File: config.mk
export PLATFORM = sky130hd
export DESIGN_NAME = fetch_pc_unit
export DESIGN_NICKNAME = d
export VERILOG_FILES = /design/src/rtl/fetch_pc_unit.sv
export SDC_FILE = /design/constraint.sdc
export NUM_CORES = 1
export LEC_CHECK = 0
export ABC_AREA = 1
export BUFFER_PORTS_ARGS = -buffer_cell sky130_fd_sc_hd__buf_2
export CAP_MARGIN = 0
export CORE_MARGIN = 2
export CORE_UTILIZATION = 51
export CTS_CLUSTER_SIZE = 24
export DETAILED_ROUTE_END_ITERATION = 7
export PLACE_DENSITY_LB_ADDON = 0.25
export SYNTH_ARGS = -nofsm -noshare
export SYNTH_HDL_FRONTEND = slang
export SYNTH_SLANG_ARGS = --single-unit
File: constraint.sdc
create_clock -name clk -period 7.5 [get_ports clk]
set_input_delay 2.25 -clock clk [delete_from_list [all_inputs] [get_ports clk]]
set_output_delay 2.25 -clock clk [all_outputs]
set_load 0.03 [all_outputs]
File: src/rtl/fetch_pc_unit.sv
// Instruction-fetch stage: PC register feeding an external sumador incrementer,
// synchronous imem read issue, and a 2-entry output FIFO with branch redirect.
module fetch_pc_unit #(
  parameter int unsigned          ADDR_W   = 12,
  parameter int unsigned          INSTR_W  = 32,
  parameter logic [ADDR_W-1:0]    RESET_PC = '0
) (
  input  logic               clk,
  input  logic               rst,
  input  logic               en,
  input  logic               branch_taken,
  input  logic [ADDR_W-1:0]  branch_target,
  output logic [ADDR_W-1:0]  add_a,
  output logic [ADDR_W-1:0]  add_b,
  input  logic [ADDR_W-1:0]  add_c,
  output logic               imem_req,
  output logic [ADDR_W-1:0]  imem_addr,
  input  logic [INSTR_W-1:0] imem_rdata,
  output logic               out_valid,
  input  logic               out_ready,
  output logic [INSTR_W-1:0] out_instr,
  output logic [ADDR_W-1:0]  out_pc
);

  typedef enum logic [1:0] {IDLE, RUN, FLUSH} state_t;

  typedef struct packed {
    logic [ADDR_W-1:0]  pc;
    logic [INSTR_W-1:0] instr;
  } entry_t;

  state_t              state_q, state_d;
  logic [ADDR_W-1:0]   pc_q, pc_d;
  logic [ADDR_W-1:0]   req_pc_q, req_pc_d;
  logic                inflight_q, inflight_d;
  logic                discard_q, discard_d;
  logic [1:0]          count_q, count_d;
  entry_t [1:0]        ent_q, ent_d;

  logic                deq, enq, redirect, credit_ok, wr_idx;
  logic [2:0]          occ;
  logic [1:0]          keep;

  assign add_a     = pc_q;
  assign add_b     = ADDR_W'(1);
  assign imem_addr = pc_q;

  assign out_valid = (count_q != 2'd0);
  assign out_instr = ent_q[0].instr;
  assign out_pc    = ent_q[0].pc;

  assign deq      = out_valid & out_ready;
  assign enq      = inflight_q & ~discard_q;
  assign redirect = (state_q == RUN) & branch_taken;

  // Credit: words held plus the one on its way back, less what leaves now.
  assign occ       = {1'b0, count_q} + {2'b0, inflight_q} - {2'b0, deq};
  assign credit_ok = (occ < 3'd2);
  assign imem_req  = (state_q == RUN) & en & ~branch_taken & credit_ok;

  assign keep   = count_q - {1'b0, deq};
  assign wr_idx = (keep != 2'd0);

  always_comb begin
    state_d    = state_q;
    pc_d       = pc_q;
    inflight_d = imem_req;
    discard_d  = 1'b0;
    req_pc_d   = imem_req ? pc_q : req_pc_q;
    case (state_q)
      IDLE: begin
        if (branch_taken) pc_d = branch_target;
        if (en) state_d = RUN;
      end
      RUN: begin
        if (branch_taken) begin
          pc_d      = branch_target;
          state_d   = FLUSH;
          // Anything returning during the bubble belongs to the old path.
          discard_d = 1'b1;
        end else if (imem_req) begin
          pc_d = add_c;
        end
      end
      FLUSH: begin
        if (branch_taken) pc_d = branch_target;
        state_d = RUN;
      end
      default: state_d = IDLE;
    endcase
  end

  always_comb begin
    ent_d   = ent_q;
    count_d = count_q;
    if (redirect) begin
      count_d = 2'd0;
    end else begin
      if (deq) ent_d[0] = ent_q[1];
      if (enq) ent_d[wr_idx] = '{pc: req_pc_q, instr: imem_rdata};
      count_d = count_q + {1'b0, enq} - {1'b0, deq};
    end
  end

  always_ff @(posedge clk or posedge rst) begin
    if (rst) begin
      state_q    <= IDLE;
      pc_q       <= RESET_PC;
      req_pc_q   <= '0;
      inflight_q <= 1'b0;
      discard_q  <= 1'b0;
      count_q    <= 2'd0;
      ent_q      <= '0;
    end else begin
      state_q    <= state_d;
      pc_q       <= pc_d;
      req_pc_q   <= req_pc_d;
      inflight_q <= inflight_d;
      discard_q  <= discard_d;
      count_q    <= count_d;
      ent_q      <= ent_d;
    end
  end

endmodule

==> metrics.md, run 1 <==
| Metric | Value |
|---|---|
| Run status | completed |
| Commonest cells in the synthesized netlist | nand2_1, nand3_1, dfrtp_1 |
| Critical path peak fanout | 3 |
| Power per cell area | 419 mW/mm² |
| Clock latency on the worst-skew pair | 0.41 ns |
| GP Congestion | 0.766 |
| Tot GR Track Use | 21.7% |
| Cells after Synth | 819 |
| Die boundary width | 115 µm |
| Data required time of the worst path | 5.25 ns |
| Largest net degree at the start of global routing | 89 |
| Multi-input gate area | 0.00237 mm² |
| Largest cells by area after synthesis | dfrtp_1, nand2_1, nand3_1 |
| Worst Clk Skew | 0.00952 ns |
| Number of design rule violations left after detail routing | 0 |
| Tightest Hold Check Type | reg2reg |
| Number of cells on the worst reg-to-reg path | 15 |
| TritonCTS clock tree | done |
| Nets | 931 |
| Sink Count | 118 |
| Max-Slew Margin vs Limit | 36.8% |
| Floorplan row count | 40 |
| Library cell with the highest instance count after synthesis | nand2_1 |
| Number of max-slew violations in the final report | 0 |
| Number of instances on the worst hold path | 2 |
| Effective utilization at floorplan | 52.3% |
| Router iterations before antenna repair | 5 |
| Standard cell with the maximum stage delay on the critical path | fa_1 |
| CTS Root Cell | clkbuf_16 |
| Largest buffer count on any clock path | 2 |
| Grt ovf | 0 |
| Async set-reset flop share out of synthesis | 100% |
| Number of buffers created by CTS | 17 |
| Primary FF master, synth | dfrtp_1 |
| Routed length per instance | 13.4 µm |
| Total power of the final layout | 2.96 mW |
| Detailed-route via count | 5179 |
| Average cell area after synthesis | 7.67 µm² |
| Post-CTS sizing | 0 |
| Maximum achievable frequency | 0.164 GHz |
| Time the worst path needs with I/O delays and setup | 6.08 ns |
| Antenna-violating nets left | 0 |
| Buffers added on ports | 130 |
| Critical Path Max Stage Delay | 0.49 ns |
| Fill cells | 1134 |
| CP cell instances | buf_2 -> nand2_2 -> inv_1 -> nand2_1 -> nand2_1 -> nand2_1 -> fa_1 -> nand2_1 -> a21oi_1 -> nand3_1 -> inv_2 -> buf_2 |
| Y dimension of the die | 115 µm |
| Share of layout cells above drive strength 1 | 20.9% |
| #FFs+latches synth | 118 |
| Layout Area Growth over Synthesis | 12.5% |
| Proportion of synthesized chip area in sequential cells | 47.0% |
| Setup tns final | 0 ns |
| Leakage power total | 3.94 nW |
| Kind of end point of the critical path | primary output |
| Final antenna diode count | 0 |
| Number of H-tree levels | 4 |
| Unrepaired setup endpoints after global routing | no |
| Worst Tran Pin Value | 0.945 ns |
| Area of the mapped netlist | 0.00628 mm² |
| Std-Cell Core Area | 0.0120 mm² |
| Number of global-route vias before repair | 4704 |
| Max_cap viols | 0 |
| Number of library cell types mapped by synthesis | 20 |
| Data arrival time of the critical path | 3.83 ns |
| Number of hold-slack violations in the final timing report | 0 |
| Cell seen most often among critical-path stages | nand2_1 |
| CP Launch Type | input pin |
| Library cell occupying the most area in the post-synthesis netlist | dfrtp_1 |
| Final cycle utilization of the critical path | 81.1% |
| Final cell utilization of the core | 58.9% |
| Synthesis Warnings | 0 |
| Number of setup buffers added after CTS | 0 |
| Drt initial violations | 361 |
| Total of endpoints with negative setup slack in the final report | 0 |
| Wire length of the first global-routing pass | 22900 µm |
| Floorplan die area | 0.0132 mm² |
| Hold buffers post-CTS | 0 |
| I/O pin total | 143 |
| Sequential cell area | 0.00295 mm² |
| Number of flops mapped to enable cells by yosys | 0 |
| Clock transition at the registers of the reported paths | 0.05 ns |
| Vias per cell | 5.04 |
| Initial antenna violation count | 0 |
| Max IR drop VDD | 0.227 mV |
| Wire length after detailed routing | 13800 µm |
| Dpl hpwl | 8040 µm |
| Top cell type's share of synthesized area | 47.0% |
| Type of the worst setup path | in2out |
## logic make-up (layout without fill, tap and decap cells)
logic type	Yosys count	in the layout	synth area share, %
AOI/OAI and AO/OA	61	61	4.86
xor gates and xnor gates	1	1	0.139
adders and majority gates	2	2	0.518
buffers and inverters	175	227	15.9
DFF	118	118	47.0
other	2	12	0.119
and+or+nand+nor	460	460	31.4
## worst max-delay path: cells and delay by family
family / cells / cell delay [ns]
buf+inv: 4 / 0.56
fa+ha+maj: 1 / 0.49
simple gates: 6 / 0.45
compound gates: 1 / 0.10
## registers in the layout (all words and copies together) (netlist names), 2 cells and up
register / flops
state_q: 2
out_instr: 32
count_q: 2
ent_q: 44
add_a: 12
req_pc_q: 12
out_pc: 12
## power by group
group	switching (mW)	internal, mW
Combinational	0.730	0.312
Sequential	0.164	0.878
Clock	0.288	0.591
## final cells by class
| type | instances | share of cell area, % |
|---|---|---|
| clock inverter | 11 | 2.42 |
| inverter | 60 | 3.22 |
| multi-input combinational | 536 | 33.5 |
| clock buffer | 21 | 6.79 |
| tap | 147 | 2.60 |
| timing repair buffer | 135 | 9.73 |
| sequential | 118 | 41.8 |
## layout by cell type, fill, tap and decap left out
cell and instances:
o21ai_0 30, nor2_4 1, clkbuf_8 4, buf_4 5, clkinv_4 1, bufinv_16 4, clkinv_2 1, ha_1 1
nand3_1 157, inv_2 6, fa_1 1, nand2_2 7, nand2_1 290, dfrtp_1 118, clkinvlp_4 5, buf_2 130
o21ai_1 29, a21oi_1 2, inv_1 53, nor2_1 3, xnor2_1 1, inv_4 1, conb_1 12, clkbuf_16 17
nand3_4 2
## metal layers
metal / GRT usage [%] / vias to the layer above / wire length [µm]
met3: 5.48 / 6 / 810
li1: - / 2624 / -
met5: 0 / - / 0
met1: 29.7 / 2376 / 6370
met4: 5.54 / 0 / 84
met2: 34.9 / 173 / 6490
## path summary, 6_finish.rpt
check / startpoint / end / slack (ns)
max in group asynchronous: rst / out_pc[8] / 4.33
min reg2reg: ent_q[63] / ent_q[63] / 0.48
max: out_ready / imem_req / 1.42
max reg2reg: count_q[1] / add_a[8] / 4.38
min in group asynchronous: rst / out_instr[3] / 2.04
min: ent_q[63] / ent_q[63] / 0.48
## per-stage QoR
stage               cell area [µm²]  hold WS [ns]  setup WS [ns]  cells
finish                         7070         0.484           1.42   1028
global route                   7070         0.507           1.30   1028
CTS                            7070         0.487           1.42   1028
detailed placement             6420         0.474           1.43    996
global placement               6420         0.467           1.42    996
floorplan                      6320         0.454           1.39    829
Note: power is estimated with default switching activity, not from simulation.
==> run 2, diff against run 1 <==
--- a/config.mk
+++ b/config.mk
@@ -5,7 +5,7 @@
 export SDC_FILE = /design/constraint.sdc
 export NUM_CORES = 1
 export LEC_CHECK = 0
-export ABC_AREA = 1
+export ABC_AREA = 0
 export BUFFER_PORTS_ARGS = -buffer_cell sky130_fd_sc_hd__buf_2
 export CAP_MARGIN = 0
 export CORE_MARGIN = 2
==> constraint.sdc (replaced) <==
create_clock -name clk -period 6.2 [get_ports clk]
set_input_delay 1.86 -clock clk [delete_from_list [all_inputs] [get_ports clk]]
set_output_delay 1.86 -clock clk [all_outputs]
set_load 0.03 [all_outputs]
==> metrics.md, run 2 <==
| Metric | Value |
|---|---|
| Layout Area Growth over Synthesis | 15.4% |
| Kind of end point of the critical path | primary output |
| Antenna-violating nets left | 0 |
| Hold_ws | 0.496 ns |
| Number of setup buffers added after CTS | 0 |
| Top cell type's share of synthesized area | 54.1% |
| Setup tns final | 0 ns |
| Number of library cell types mapped by synthesis | 37 |
| Terminating pin of the worst hold path | out_instr[2] |
| Nets | 554 |
| Number of flops mapped to enable cells by yosys | 0 |
| Vias per cell | 5.33 |
| Commonest cells in the synthesized netlist | dfrtp_1, buf_4, mux2_2 |
| Die boundary width | 107 µm |
| Cells after Synth | 415 |
| Worst Clk Skew | 0.00863 ns |
| Number of global-route vias before repair | 3426 |
| Primary FF master, synth | dfrtp_1 |
| Crit Reg-Reg Startpoint | count_q[1] |
| Leakage power total | 3.12 nW |
| Detailed-route via count | 3408 |
| Number of design rule violations left after detail routing | 0 |
| Sink Count | 118 |
| Global Route met1 Usage | 24.3% |
| Multi-input gate area | 0.00189 mm² |
| Synthesis Warnings | 0 |
| #FFs+latches synth | 118 |
| Dpl hpwl | 6370 µm |
| Tightest Hold Check Type | reg2reg |
| Initial antenna violation count | 0 |
| Leading cell type in the layout, fill and taps excluded | buf_2 |
| Worst Tran Pin Value | 1.05 ns |
| GP Congestion | 0.697 |
| Worst-case setup slack after placement | 0.487 ns |
| Time the worst path needs with I/O delays and setup | 5.68 ns |
| Commonest cells after routing, fill and taps aside | buf_2, dfrtp_1, mux2_2 |
| Routed length per instance | 15.8 µm |
| Largest cells by area after synthesis | dfrtp_1, mux2_2, buf_4 |
| Buffers added on ports | 130 |
| Critical path peak fanout | 6 |
| Wire length of the first global-routing pass | 16700 µm |
| Number of hold-slack violations in the final timing report | 0 |
| Y dimension of the die | 107 µm |
| Endpoint of the worst register-to-register path | req_pc_q[11] |
| Data required time of the worst path | 4.34 ns |
| Flip-flop count of the largest register, all copies and words added | 44 |
| Average cell area after synthesis | 13.1 µm² |
| Final antenna diode count | 0 |
| Proportion of synthesized chip area in sequential cells | 54.1% |
| Total of endpoints with negative setup slack in the final report | 0 |
| Top Usage Layer GRT | met2 |
| Share of layout cells above drive strength 1 | 47.6% |
| Number of H-tree levels | 4 |
| CP Launch Type | input pin |
| Largest net degree at the start of global routing | 86 |
| Hold wc startpoint | ent_q[46] |
| Library cell occupying the most area in the post-synthesis netlist | dfrtp_1 |
| Largest buffer count on any clock path | 2 |
| Hold buffers post-CTS | 0 |
| Drt initial violations | 180 |
| Number of placed instances with taps included | 608 |
| Std-Cell Core Area | 0.0104 mm² |
| Type of the worst setup path | in2out |
| Max IR drop VDD | 0.253 mV |
| GR Util met3 | 5.99% |
| Unrepaired setup endpoints after global routing | no |
| Number of buffers created by CTS | 17 |
| Floorplan die area | 0.0115 mm² |
| Power per cell area | 561 mW/mm² |
| Run status | completed |
| CTS Root Cell | clkbuf_8 |
| Async set-reset flop share out of synthesis | 100% |
| TritonCTS clock tree | done |
| Max-Slew Margin vs Limit | 29.9% |
| Top reg by flops | ent_q |
| Clock transition at the registers of the reported paths | 0.05 ns |
| I/O pin total | 143 |
| Fill cells | 864 |
| Post-CTS sizing | 0 |
| Wire length after detailed routing | 10100 µm |
| Library cell with the highest instance count after synthesis | dfrtp_1 |
| Final cell count without fillers | 640 |
| Final cycle utilization of the critical path | 91.5% |
| Number of max-slew violations in the final report | 0 |
| Sequential cell area | 0.00295 mm² |
| Router iterations before antenna repair | 4 |
| Floorplan row count | 37 |
| Maximum achievable frequency | 0.176 GHz |
| Global routing met2 resource utilization | 29.3% |
| Data arrival time of the critical path | 3.82 ns |
| Slack of the worst reg-to-reg path | 3.63 ns |
| Tot GR Track Use | 18.7% |
| Clock latency on the worst-skew pair | 0.50 ns |
| Total power of the final layout | 3.53 mW |
| Effective utilization at floorplan | 52.6% |
| Area of the mapped netlist | 0.00546 mm² |
| Number of cells on the worst reg-to-reg path | 8 |
| Least setup slack across all paths after layout | 0.524 ns |
| Max_cap viols | 0 |
| Number of instances on the worst hold path | 1 |
| Grt ovf | 0 |
-- run 2: cell types whose count changed after synthesis, sizes merged, moves of 23 or more --
cell   before  now
nand3     159    1
and2        0   45
inv        60    6
o21ai      59    4
buf       107   84
mux2        0   56
nand2     297    1
a221o       0   44
-- run 2: power by group --
group | switching, mW | total (mW) | internal, mW | leakage [nW]
Clock | 0.337 | 0.918 | 0.581 | 0.271
Sequential | 0.212 | 1.33 | 1.12 | 1.51
Combinational | 0.757 | 1.28 | 0.528 | 1.34
Total | 1.31 | 3.53 | 2.23 | 3.12
-- run 2: final cells by class --
class | count | share of cell area [%]
Sequential cell | 118 | 46.9
Timing Repair Buffer | 136 | 11.0
Clock buffer | 20 | 6.92
Tap cell | 136 | 2.70
Inverter | 6 | 0.397
Multi-Input combinational cell | 212 | 30.0
Clock inverter | 12 | 2.05
-- run 2: logic make-up after synthesis --
logic type	Yosys count	share of synthesized area, %
compound gates	65	11.6
xor+xnor	2	0.321
fa+ha+maj	2	0.596
buf+inv	95	12.1
flops	118	54.1
mux	56	11.6
other cells	2	0.138
simple gates	75	9.54
-- run 2: metrics by stage --
step	utilization (%)	cell area (µm²)
global placement	55.3	5730
detailed placement	55.3	5730
CTS	60.7	6300
global route	60.7	6300
floorplan	-	5490
finish	60.7	6300
-- run 2: routing by layer --
layer  part of all wire, %  up-vias  wire length [µm]
met2                    47      124              4780
met3                   6.2        8               628
met4                   1.1        0               110
met1                    45     1707              4610
li1                      -     1569                 -
met5                     0        -                 0
-- run 2: worst max path at each step --
stage	start	endpoint	slack (ns)	cells after the start
global route	out_ready	imem_req	0.31	10
finish	out_ready	imem_req	0.52	10
detailed placement	out_ready	imem_req	0.49	10
floorplan	out_ready	imem_req	0.85	8
global placement	out_ready	imem_req	0.54	10
CTS	out_ready	imem_req	0.49	10
-- run 2: critical path, stage by stage --
cell	delay, ns
buf_2	0.11
inv_1	0.09
nor3b_1	0.31
o21ai_0	0.15
fa_1	0.39
xnor2_1	0.14
nand4_1	0.12
or2_1	0.23
inv_1	0.17
buf_2	0.24
==> run 3, diff against run 2 <==
==> constraint.sdc (replaced) <==
create_clock -name clk -period 6.2 [get_ports clk]
set_input_delay 0.62 -clock clk [delete_from_list [all_inputs] [get_ports clk]]
set_output_delay 0.62 -clock clk [all_outputs]
set_load 0.03 [all_outputs]
==> metrics.md, run 3 (same netlist as run 2, synthesis figures left out) <==
| Metric | Value |
|---|---|
| Die boundary width | 107 µm |
| CP Launch Type | register |
| Sink Count | 118 |
| Clock latency on the worst-skew pair | 0.49 ns |
| Unrepaired setup endpoints after global routing | no |
| Drt initial violations | 154 |
| Max IR drop VDD | 0.259 mV |
| Dpl hpwl | 6360 µm |
| Run status | completed |
| Grt ovf | 0 |
| Std-Cell Core Area | 0.0104 mm² |
| Total of endpoints with negative setup slack in the final report | 0 |
| Tightest Hold Check Type | in2async |
| Post-CTS sizing | 0 |
| Max_cap viols | 0 |
| Floorplan die area | 0.0115 mm² |
| Data required time of the worst path | 5.58 ns |
| Max-Slew Margin vs Limit | 27.9% |
| Routed length per instance | 15.9 µm |
| Detailed-route via count | 3390 |
| Worst Clk Skew | 0.00609 ns |
| Number of design rule violations left after detail routing | 0 |
| Buffers added on ports | 130 |
| Number of setup buffers added after CTS | 0 |
| Router iterations before antenna repair | 6 |
| Top reg by flops | ent_q |
| Vias per cell | 5.31 |
| Wire length after detailed routing | 10200 µm |
| Setup tns final | 0 ns |
| Critical path peak fanout | 21 |
| Slack of the worst reg-to-reg path | 3.11 ns |
| Leading cell type in the layout, fill and taps excluded | buf_2 |
| Hold buffers post-CTS | 0 |
| Commonest cells after routing, fill and taps aside | buf_2, dfrtp_1, mux2_2 |
| Number of cells on the worst reg-to-reg path | 8 |
| Y dimension of the die | 107 µm |
| Largest buffer count on any clock path | 2 |
| Crit Reg-Reg Startpoint | count_q[1] |
| CTS Root Cell | clkbuf_8 |
| Number of H-tree levels | 4 |
| Initial antenna violation count | 0 |
| Data arrival time of the critical path | 3.39 ns |
| Endpoint of the worst register-to-register path | req_pc_q[7] |
| Total power of the final layout | 3.67 mW |
| Effective utilization at floorplan | 52.6% |
| Nets | 553 |
| Number of buffers created by CTS | 17 |
| Clock transition at the registers of the reported paths | 0.06 ns |
| Largest net degree at the start of global routing | 87 |
| Final antenna diode count | 0 |
| Maximum achievable frequency | 0.249 GHz |
| Sequential cell area | 0.00295 mm² |
| Number of placed instances with taps included | 607 |
| Floorplan row count | 37 |
| TritonCTS clock tree | done |
| Number of hold-slack violations in the final timing report | 0 |
| Share of layout cells above drive strength 1 | 47.9% |
| Antenna-violating nets left | 0 |
| Number of global-route vias before repair | 3439 |
| Type of the worst setup path | reg2out |
| GP Congestion | 0.747 |
| Number of max-slew violations in the final report | 0 |
| Worst Tran Pin Value | 1.08 ns |
| Fill cells | 838 |
| Final cycle utilization of the critical path | 64.7% |
| Layout Area Growth over Synthesis | 16.9% |
| Tot GR Track Use | 18.6% |
| Flip-flop count of the largest register, all copies and words added | 44 |
| Final cell count without fillers | 639 |
| Multi-input gate area | 0.00189 mm² |
| I/O pin total | 143 |
| Kind of end point of the critical path | primary output |
| Wire length of the first global-routing pass | 16800 µm |
| Time the worst path needs with I/O delays and setup | 4.01 ns |
| Leakage power total | 3.15 nW |
| Power per cell area | 576 mW/mm² |
[run 3: cell count changes in the layout (fill, tap and decap cells not counted)]
cell / change
bufinv_16: +3
clkinv_2: -4
clkinv_4: +2
clkbuf_1: -2
buf_4: -1
clkinvlp_4: +1
[run 3: worst max path at each step]
stage | start | endpoint | cells past startpoint
2_1_floorplan | rst | add_a[0] | 1
3_3_place_gp | out_ready | imem_req | 10
3_5_place_dp | out_ready | imem_req | 10
4_1_cts | count_q[1] | imem_req | 8
5_1_grt | count_q[1] | imem_req | 8
6_report | count_q[1] | imem_req | 8
[run 3: stage by stage]
step	utilization [%]	setup slack (ns)	cell area, µm²	hold WS, ns
floorplan	-	2.45	5490	0.466
global placement	55.2	2.54	5720	0.475
detailed placement	55.2	2.40	5720	0.483
CTS	61.5	2.13	6380	0.110
global route	61.5	1.89	6380	0.134
finish	61.5	2.19	6380	0.122
[run 3: critical path, stage by stage, from the launching register on]
cell     delay (ns)
dfrtp_1        0.54
nor3b_1        0.39
o21ai_0        0.16
fa_1           0.40
xnor2_1        0.14
nand4_1        0.12
or2_1          0.60
inv_1          0.29
buf_2          0.26
[run 3: report_power, final]
group	internal [mW]	switching [mW]	leakage [nW]	total (mW)
Combinational	0.527	0.758	1.34	1.29
Clock	0.707	0.346	0.304	1.05
Sequential	1.12	0.213	1.51	1.33
[run 3: routing by layer]
layer  track usage, %  up-vias  share of wire [%]
li1                 -     1569                  -
met2             29.8      121                 47
met4             5.13        0               0.53
met5                0        -                  0
met3             5.81        4                5.9
met1             24.6     1696                 47
[run 3: final cells by class]
| cell class | count | share of cell area, % |
|---|---|---|
| sequential | 118 | 46.3 |
| clock buffer | 18 | 6.71 |
| multi-input combinational | 212 | 29.6 |
| inverter | 6 | 0.392 |
| timing repair buffer | 135 | 10.8 |
| clock inverter | 14 | 3.51 |
| tap | 136 | 2.67 |
